`src/rtl/hilo_pkg.sv`:
```
// Shared constants and types for the HI/LO multiply/divide sequencer.
package hilo_pkg;
  localparam int HILO_WIDTH = 32;
  localparam int HILO_ITER  = 32;
  localparam int CNT_W      = 5;

  localparam logic [1:0] OP_MULT  = 2'b00;
  localparam logic [1:0] OP_MULTU = 2'b01;
  localparam logic [1:0] OP_DIV   = 2'b10;
  localparam logic [1:0] OP_DIVU  = 2'b11;

  typedef enum logic [1:0] {IDLE, RUN, FIX} state_t;
endpackage

```
`src/rtl/hilo_step.sv`:
```
// One combinational iteration of shift-add multiply or restoring divide
// on a {upper, lower} double-width accumulator.
module hilo_step #(
  parameter int WIDTH = 32
) (
  input  logic               i_div,
  input  logic [2*WIDTH-1:0] i_acc,
  input  logic [WIDTH-1:0]   i_opnd,
  output logic [2*WIDTH-1:0] o_acc,
  output logic               o_qbit
);
  logic [WIDTH:0] w_sum;
  logic [WIDTH:0] w_rem_sh;
  logic [WIDTH:0] w_trial;

  // The carry of the multiply add lands in the top bit after the shift.
  assign w_sum    = {1'b0, i_acc[2*WIDTH-1:WIDTH]} + {1'b0, i_opnd};
  assign w_rem_sh = i_acc[2*WIDTH-1:WIDTH-1];
  assign w_trial  = w_rem_sh - {1'b0, i_opnd};

  always_comb begin
    o_acc  = '0;
    o_qbit = 1'b0;
    if (i_div) begin
      o_qbit                 = ~w_trial[WIDTH];
      o_acc[WIDTH-1:0]       = {i_acc[WIDTH-2:0], 1'b0};
      o_acc[2*WIDTH-1:WIDTH] = o_qbit ? w_trial[WIDTH-1:0] : w_rem_sh[WIDTH-1:0];
    end else if (i_acc[0]) begin
      o_acc = {w_sum, i_acc[WIDTH-1:1]};
    end else begin
      o_acc = {1'b0, i_acc[2*WIDTH-1:1]};
    end
  end
endmodule

```
`src/rtl/hilo_ctrl.sv`:
```
// HI/LO sequencer: issue acceptance, 32-step iteration, sign fix, HI/LO
// ownership, mthi/mtlo service and the pipeline stall interlock.
module hilo_ctrl
  import hilo_pkg::*;
#(
  parameter int WIDTH = HILO_WIDTH,
  parameter int ITER  = HILO_ITER
) (
  input  logic             clk,
  input  logic             rst,
  input  logic             start,
  input  logic [1:0]       op,
  input  logic [WIDTH-1:0] a,
  input  logic [WIDTH-1:0] b,
  input  logic             mt_hi,
  input  logic             mt_lo,
  input  logic [WIDTH-1:0] mt_data,
  input  logic             mf_req,
  input  logic             cancel,
  output logic             busy,
  output logic             stall,
  output logic             done,
  output logic [WIDTH-1:0] hi,
  output logic [WIDTH-1:0] lo
);
  localparam logic [CNT_W-1:0] CNT_LAST = CNT_W'(ITER - 1);

  state_t               r_state;
  logic [CNT_W-1:0]     r_cnt;
  logic [2*WIDTH-1:0]   r_acc;
  logic [WIDTH-1:0]     r_opnd;
  logic [WIDTH-1:0]     r_hi;
  logic [WIDTH-1:0]     r_lo;
  logic                 r_div;
  logic                 r_neg_q;
  logic                 r_neg_r;
  logic                 r_busy;
  logic                 r_done;

  logic                 w_signed;
  logic [WIDTH-1:0]     w_mag_a;
  logic [WIDTH-1:0]     w_mag_b;
  logic [2*WIDTH-1:0]   w_acc_nxt;
  logic                 w_qbit;
  logic [2*WIDTH-1:0]   w_prod;
  logic [WIDTH-1:0]     w_quo;
  logic [WIDTH-1:0]     w_rem;

  // Signed ops run on magnitudes; 0x80000000 stays 0x80000000 as unsigned.
  assign w_signed = ~op[0];
  assign w_mag_a  = (w_signed && a[WIDTH-1]) ? -a : a;
  assign w_mag_b  = (w_signed && b[WIDTH-1]) ? -b : b;

  assign w_prod = r_neg_q ? -r_acc : r_acc;
  assign w_quo  = r_neg_q ? -r_acc[WIDTH-1:0] : r_acc[WIDTH-1:0];
  assign w_rem  = r_neg_r ? -r_acc[2*WIDTH-1:WIDTH] : r_acc[2*WIDTH-1:WIDTH];

  hilo_step #(.WIDTH(WIDTH)) u_step (
    .i_div  (r_div),
    .i_acc  (r_acc),
    .i_opnd (r_opnd),
    .o_acc  (w_acc_nxt),
    .o_qbit (w_qbit)
  );

  always_ff @(posedge clk or posedge rst) begin
    if (rst) begin
      r_state <= IDLE;
      r_cnt   <= '0;
      r_acc   <= '0;
      r_opnd  <= '0;
      r_hi    <= '0;
      r_lo    <= '0;
      r_div   <= 1'b0;
      r_neg_q <= 1'b0;
      r_neg_r <= 1'b0;
      r_busy  <= 1'b0;
      r_done  <= 1'b0;
    end else begin
      case (r_state)
        IDLE: begin
          if (!cancel && start) begin
            r_state <= RUN;
            r_busy  <= 1'b1;
            r_cnt   <= '0;
            r_div   <= op[1];
            r_opnd  <= op[1] ? w_mag_b : w_mag_a;
            r_acc   <= {{WIDTH{1'b0}}, (op[1] ? w_mag_a : w_mag_b)};
            r_neg_q <= w_signed & (a[WIDTH-1] ^ b[WIDTH-1]);
            r_neg_r <= w_signed & a[WIDTH-1];
          end else if (!cancel) begin
            if (mt_hi) r_hi <= mt_data;
            if (mt_lo) r_lo <= mt_data;
          end
        end
        RUN: begin
          if (cancel) begin
            r_state <= IDLE;
            r_busy  <= 1'b0;
          end else begin
            r_acc <= w_acc_nxt | {{(2*WIDTH-1){1'b0}}, w_qbit};
            if (r_cnt == CNT_LAST) begin
              r_state <= FIX;
              r_done  <= 1'b1;
            end else begin
              r_cnt <= r_cnt + 1'b1;
            end
          end
        end
        FIX: begin
          r_state <= IDLE;
          r_busy  <= 1'b0;
          r_done  <= 1'b0;
          r_cnt   <= '0;
          // A flush landing on the FIX cycle must leave HI/LO untouched.
          if (!cancel) begin
            r_hi <= r_div ? w_rem : w_prod[2*WIDTH-1:WIDTH];
            r_lo <= r_div ? w_quo : w_prod[WIDTH-1:0];
          end
        end
        default: begin
          r_state <= IDLE;
          r_busy  <= 1'b0;
          r_done  <= 1'b0;
        end
      endcase
    end
  end

  assign busy  = r_busy;
  assign done  = r_done;
  assign stall = r_busy & (start | mt_hi | mt_lo | mf_req);
  assign hi    = r_hi;
  assign lo    = r_lo;
endmodule
```
`config.mk`:
```
export PLATFORM = sky130hd
export DESIGN_NAME = hilo_ctrl
export DESIGN_NICKNAME = d
export VERILOG_FILES = /design/src/rtl/hilo_pkg.sv /design/src/rtl/hilo_step.sv /design/src/rtl/hilo_ctrl.sv
export SDC_FILE = /design/constraint.sdc
export NUM_CORES = 1
export LEC_CHECK = 0
export BUFFER_PORTS_ARGS = -buffer_cell sky130_fd_sc_hd__clkbuf_2
export CORE_MARGIN = 2
export CORE_UTILIZATION = 59
export DETAILED_ROUTE_END_ITERATION = 8
export GPL_TIMING_DRIVEN = 0
export PLACE_DENSITY = 0.9
export SYNTH_ARGS = -nofsm -noshare
export SYNTH_HDL_FRONTEND = slang
export SYNTH_SLANG_ARGS = --single-unit
```
`constraint.sdc`:
```
create_clock -name clk -period 8.05 [get_ports clk]
set_clock_uncertainty 0.15 [all_clocks]
set_input_delay 1.61 -clock clk [delete_from_list [all_inputs] [get_ports clk]]
set_output_delay 1.61 -clock clk [all_outputs]
set_load 0.03 [all_outputs]
```
# Yosys cells after proc, flatten, opt, wreduce, memory -nomap -nowiden
# Index checks and enable logic that the tools add are counted.
[totals] reg_bits=172 in_bits=105 out_inout_bits=67 elab_cells=100
[classes] n_eq_ne=14 addsub=8 bitwise=11 muxes=40 reduce_logical=16
[ops] cell="$mux 32" n=17
[ops] cell="$mux 64" n=5
[ops] cell="$neg 32->32" n=4
[ops] cell="$pmux 32 s2" n=2
[ops] cell="$pmux 64 s2" n=1
[ops] cell="$neg 64->64" n=1
[ops] cell="$or 64x1->64" n=1
[ops] cell="$add 32x32->33" n=1
[ops] cell="$sub 33x32->33" n=1
[ops] cell="$ne 2x2->1 const B" n=10
[ops] cell="$mux 5" n=3
[ops] cell="$pmux 5 s3" n=1
[ops] cell="$reduce_and 5->1" n=2
[ops] cell="$mux 2" n=3
[ops] cell="$reduce_and 2->1" n=3
[ops] cell="$reduce_and 3->1" n=2
[ops] cell="$add 5x1->5 const B" n=1
[ops] cell="$eq 5x5->1 const B" n=1
[ops] cell="$mux 1" n=5
[ops] cell="$pmux 1 s2" n=2
[ops] cell="$pmux 2 s2" n=1
[ops] cell="$reduce_and 4->1" n=1
[ops] cell="$reduce_bool 2->1" n=2
[ops] cell="$and 1x1->1" n=3
[ops] cell="10 further kinds" n=16

# Longest topological paths before layout
[logic_depth] word_depth=6 ltp_mapped=16 mapped_depth_nobuf=13

# Modules after synthesis
# A second synthesis with hierarchy kept.
[hier_totals] hier_cells=2043 hier_area_um2=15867.7
[by_module_without_submodules] module="hilo_ctrl" cells_per_inst=1332 area_per_inst_um2=10934.2 n_inst=1 seq_area_each_um2=4304.1
[by_module_without_submodules] module="hilo_step" cells_per_inst=711 area_per_inst_um2=4933.5 n_inst=1 seq_area_each_um2=0.0

# Least setup slack after synthesis
# OpenSTA, ideal clock, no wires.
[synth_path] kind="input-to-reg" from="input port a[9]" to="register r_acc[30]" path_buffers=0 setup_ns=0.125 stages=10 arrival_time_ns=4.374 required_ns=7.775 path_slack_ns=3.402 cell_sequence="or4_1 or3_1 or4_1 nor4_1 a31o_2 xor2_1 a21oi_1 o21ai_0 o21ai_0 mux2_2"
[synth_via] elab_chain_len=5
[synth_lines] item="from (decl)" line="hilo_ctrl.sv:13" text="input logic [WIDTH-1:0] a,"
[synth_lines] item="$neg 32->32" line="hilo_ctrl.sv:51" text="assign w_mag_a = (w_signed && a[WIDTH-1]) ? -a : a;"
[synth_lines] item="$mux 32" line="hilo_ctrl.sv:51"
[synth_lines] item="$mux 32" line="hilo_ctrl.sv:88" text="r_acc <= {{WIDTH{1'b0}}, (op[1] ? w_mag_a : w_mag_b)};"
[synth_lines] item="$mux 64" line="hilo_ctrl.sv:82" text="if (!cancel && start) begin"
[synth_lines] item="$pmux 64 s2" line="hilo_ctrl.sv:80" text="case (r_state)"
[synth_lines] item="to (signal assigned)" line="hilo_ctrl.sv:88"
[synth_lines] item="to (signal assigned)" line="hilo_ctrl.sv:101" text="r_acc <= w_acc_nxt | {{(2*WIDTH-1){1'b0}}, w_qbit};"
[synth_lines] item="to (decl)" line="hilo_ctrl.sv:30" text="logic [2*WIDTH-1:0] r_acc;"
# Every way passes these cells. The select of a mux whose other input is x is not followed.
# A chain may end at the register's enable or synchronous reset.

# Worst setup path in the final report
[layout_path] from="input port a[7]" to="register r_acc[30]"
# The elaborated chain is that of the path after synthesis.

==> impl_metrics.json <==
{
  "placed_cells": 2464,
  "ctsHoldBuffers": 0,
  "multiInputGateArea_sq_um": 10000,
  "finalCoreUtilization_pct": 67.7,
  "clock-sinks": 172,
  "track_usage_pct": 43.7,
  "htree_levels": 4,
  "seq_area_sq_um": 4300,
  "synthesis.area_sq_um": 15100,
  "slew_violations": 0,
  "synth.lib_cells_used.distinct": 73,
  "hold_ws_ps": 338,
  "rows": 58,
  "slew-limit-headroom_pct": 25.9,
  "nFillCells": 2192,
  "clock_path_buffers": 2,
  "cts_tree": "yes",
  "max_freq_mhz": 188,
  "cts-resized-gates": 0,
  "leakage_nw": 7.74,
  "cts_root_buffer": "clkbuf_16",
  "synthCells": 1961,
  "synth_area_per_cell_sq_um": 7.68,
  "p_per_area_nw_per_um2": 260,
  "final.setup.tns_ps": 0,
  "synth_edf_count": 0,
  "cts-buffers-inserted": 17,
  "core_area_sq_um": 25100,
  "finalSetupViolations": 0,
  "critPathLaunchType": "primary input",
  "status": "completed",
  "area_growth_pct": 12.8,
  "ioPinCount": 172,
  "first_global_vias": 15600,
  "placed_cell_area_sq_um": 16400,
  "clk_pin_slew_ps": 90,
  "antenna_found_initial": 0,
  "die_y_um": 164,
  "final_cells": 2496,
  "routed_wl_um": 59100,
  "crit_required_ps": 8230,
  "synth_warnings": 0,
  "gp_congestion": 1.05,
  "grt_max_degree": 103,
  "ys.flop_type": "dfrtp_1",
  "vias": 16600,
  "ant_nets": 0,
  "max_cap_viol_count": 0,
  "crit_path_end_kind": "flop",
  "rsz0062_at_grt": "false",
  "worstPathMaxFanout": 5,
  "overflow": 0,
  "hp-class": "reg2reg",
  "fin_crit_sh_pct": 66.2,
  "die_w_um": 164,
  "grt_pass1_wl_um": 89300,
  "syn-num-nets": 2138,
  "post_cts_buffers": 0,
  "viasPerCell": 6.65,
  "routedWlPerCell_um": 23.7,
  "synth_seq_cells": 172,
  "stdcell_area_sq_um": 17000,
  "tightest_slew_ps": 1110,
  "clk_latency_ps": 450,
  "ir_drop_mv": 0.152,
  "hold_violations": 0,
  "crit_type": "in2reg",
  "synth.yosys.seq_area_share_pct": 28.6,
  "ys_async_sr_fraction_pct": 100,
  "dieArea_sq_um": 26800,
  "arrival_ps": 5510,
  "layout.nets": 2330,
  "firstDrtPassIters": 8,
  "start_util_pct": 60.0,
  "route.detailed.drc": 0,
  "drtIter0Drc": 2181,
  "port_buffers": 170,
  "layout-drive-gt1-share_pct": 11.0,
  "hpwlAfterDp_um": 46200,
  "antennaDiodeCount": 0,
  "layout_min_cycle_time_ps": 5330
}
layer usage:
layer | routed length (um) | GRT usage, % | part of all wire, %
met1 | 22900 | 57.0 | 39
met2 | 25800 | 67.1 | 44
met5 | 0 | 0 | 0
met4 | 3660 | 23.1 | 6.2
met3 | 6780 | 10.9 | 11
layout make-up:
cell class / instances / area share, %
Buffer: 130 / 3.00
Sequential cell: 172 / 25.3
Clock buffer: 17 / 2.50
Clock inverter: 15 / 1.09
Timing Repair Buffer: 173 / 5.27
Tap cell: 330 / 2.43
Inverter: 60 / 1.37
Multi-Input combinational cell: 1599 / 59.0
state kept, by name, summed over array words and instances (netlist names):
| name | cells |
|---|---|
| done | 1 |
| r_neg_q | 1 |
| busy | 1 |
| r_cnt | 5 |
| r_div | 1 |
| r_opnd | 32 |
| lo | 32 |
| r_neg_r | 1 |
| r_acc | 64 |
| r_state | 2 |
| hi | 32 |
final timing paths:
check | from | slack [ps] | to | depth (start not counted)
max | a[7] | 2720 | r_acc[30]$_DFFE_PP0P_ | 11
min | lo[11]$_DFFE_PP0P_ | 340 | lo[11]$_DFFE_PP0P_ | 2
max reg2reg | r_acc[31]$_DFFE_PP0P_ | 3140 | r_acc[0]$_DFFE_PP0P_ | 15
min reg2reg | lo[11]$_DFFE_PP0P_ | 340 | lo[11]$_DFFE_PP0P_ | 2
max in group asynchronous | rst | 5780 | r_acc[5]$_DFFE_PP0P_ | 3
min in group asynchronous | rst | 1040 | r_opnd[31]$_DFFE_PP0P_ | 2
cell usage after synthesis (all sizes together), types with 4 or more instances:
cell    number  share of area, %
buf         21              0.67
a31oi       19              0.79
nand2b      19              0.79
a21o        39               1.9
inv         59               1.5
nand3       19              0.63
o211ai      19              0.95
and2         9              0.37
mux2i       67               4.5
a211o        5              0.29
ha          70               5.8
clkbuf     109               2.7
or2          5              0.21
o31ai       47               2.3
a32o         5              0.33
a21oi      239               7.9
or3         12              0.50
nor4        19              0.79
nand4        8              0.33
o41ai       16               1.1
or4         16              0.90
o21bai      14              0.70
nor3        32               1.1
nor2       209               5.2
o21a        13              0.65
o221ai       7              0.41
nor3b        4              0.20
nand2      221               5.5
nand3b       5              0.25
nor2b       17              0.71
and3        13              0.54
xnor2       95               5.5
a211oi      14              0.70
a22o        11              0.64
mux2         7              0.52
dfrtp      172                29
o21ai      178               5.9
a221oi       8              0.47
xor2        73               4.2
cell families (layout without fill, tap and decap cells):
logic type,Yosys count,after routing,share of synthesized area (%)
compound gates,668,668,27.2
xor+xnor,168,168,9.77
fa+ha+maj,72,72,6.08
buf+inv,190,395,4.88
flops,172,172,28.6
mux,74,74,4.98
simple gates,617,617,18.5
critical path: stages:
cell      delay [ps]
clkbuf_2         110
or4_1            550
or3_1            380
or4_1            540
nor4_1           880
a31o_2           300
xor2_1           240
a21oi_1          100
o21ai_0          310
o21ai_0          190
mux2_2           300
placed cells by master, fill, tap and decap left out, drive strengths merged, types with 24 or more instances in the layout:
cell and instances:
nor3 32, clkbuf 296, ha 70, buf 24, o31ai 47, a21oi 239
xnor2 95, o21ai 178, nand2 221, xor2 73, mux2i 67, nor2 209
dfrtp 172, a21o 39, inv 67
stage by stage:
step           power (W)  worst slack [ps]
6_report         0.00442              2720
5_1_grt          0.00463              2530
4_1_cts          0.00432              2750
3_5_place_dp     0.00345              2300
3_3_place_gp     0.00341              -375
2_1_floorplan    0.00277              1630
where the power goes:
| part | switching (W) | internal (W) | leakage (nW) | total, W |
|---|---|---|---|---|
| logic | 0.00147 | 0.000821 | 5.28 | 0.00229 |
| registers | 0.000229 | 0.00102 | 2.16 | 0.00125 |
| clock network | 0.000448 | 0.000425 | 0.299 | 0.000873 |
No activity file was read; power rests on OpenSTA's default activity.
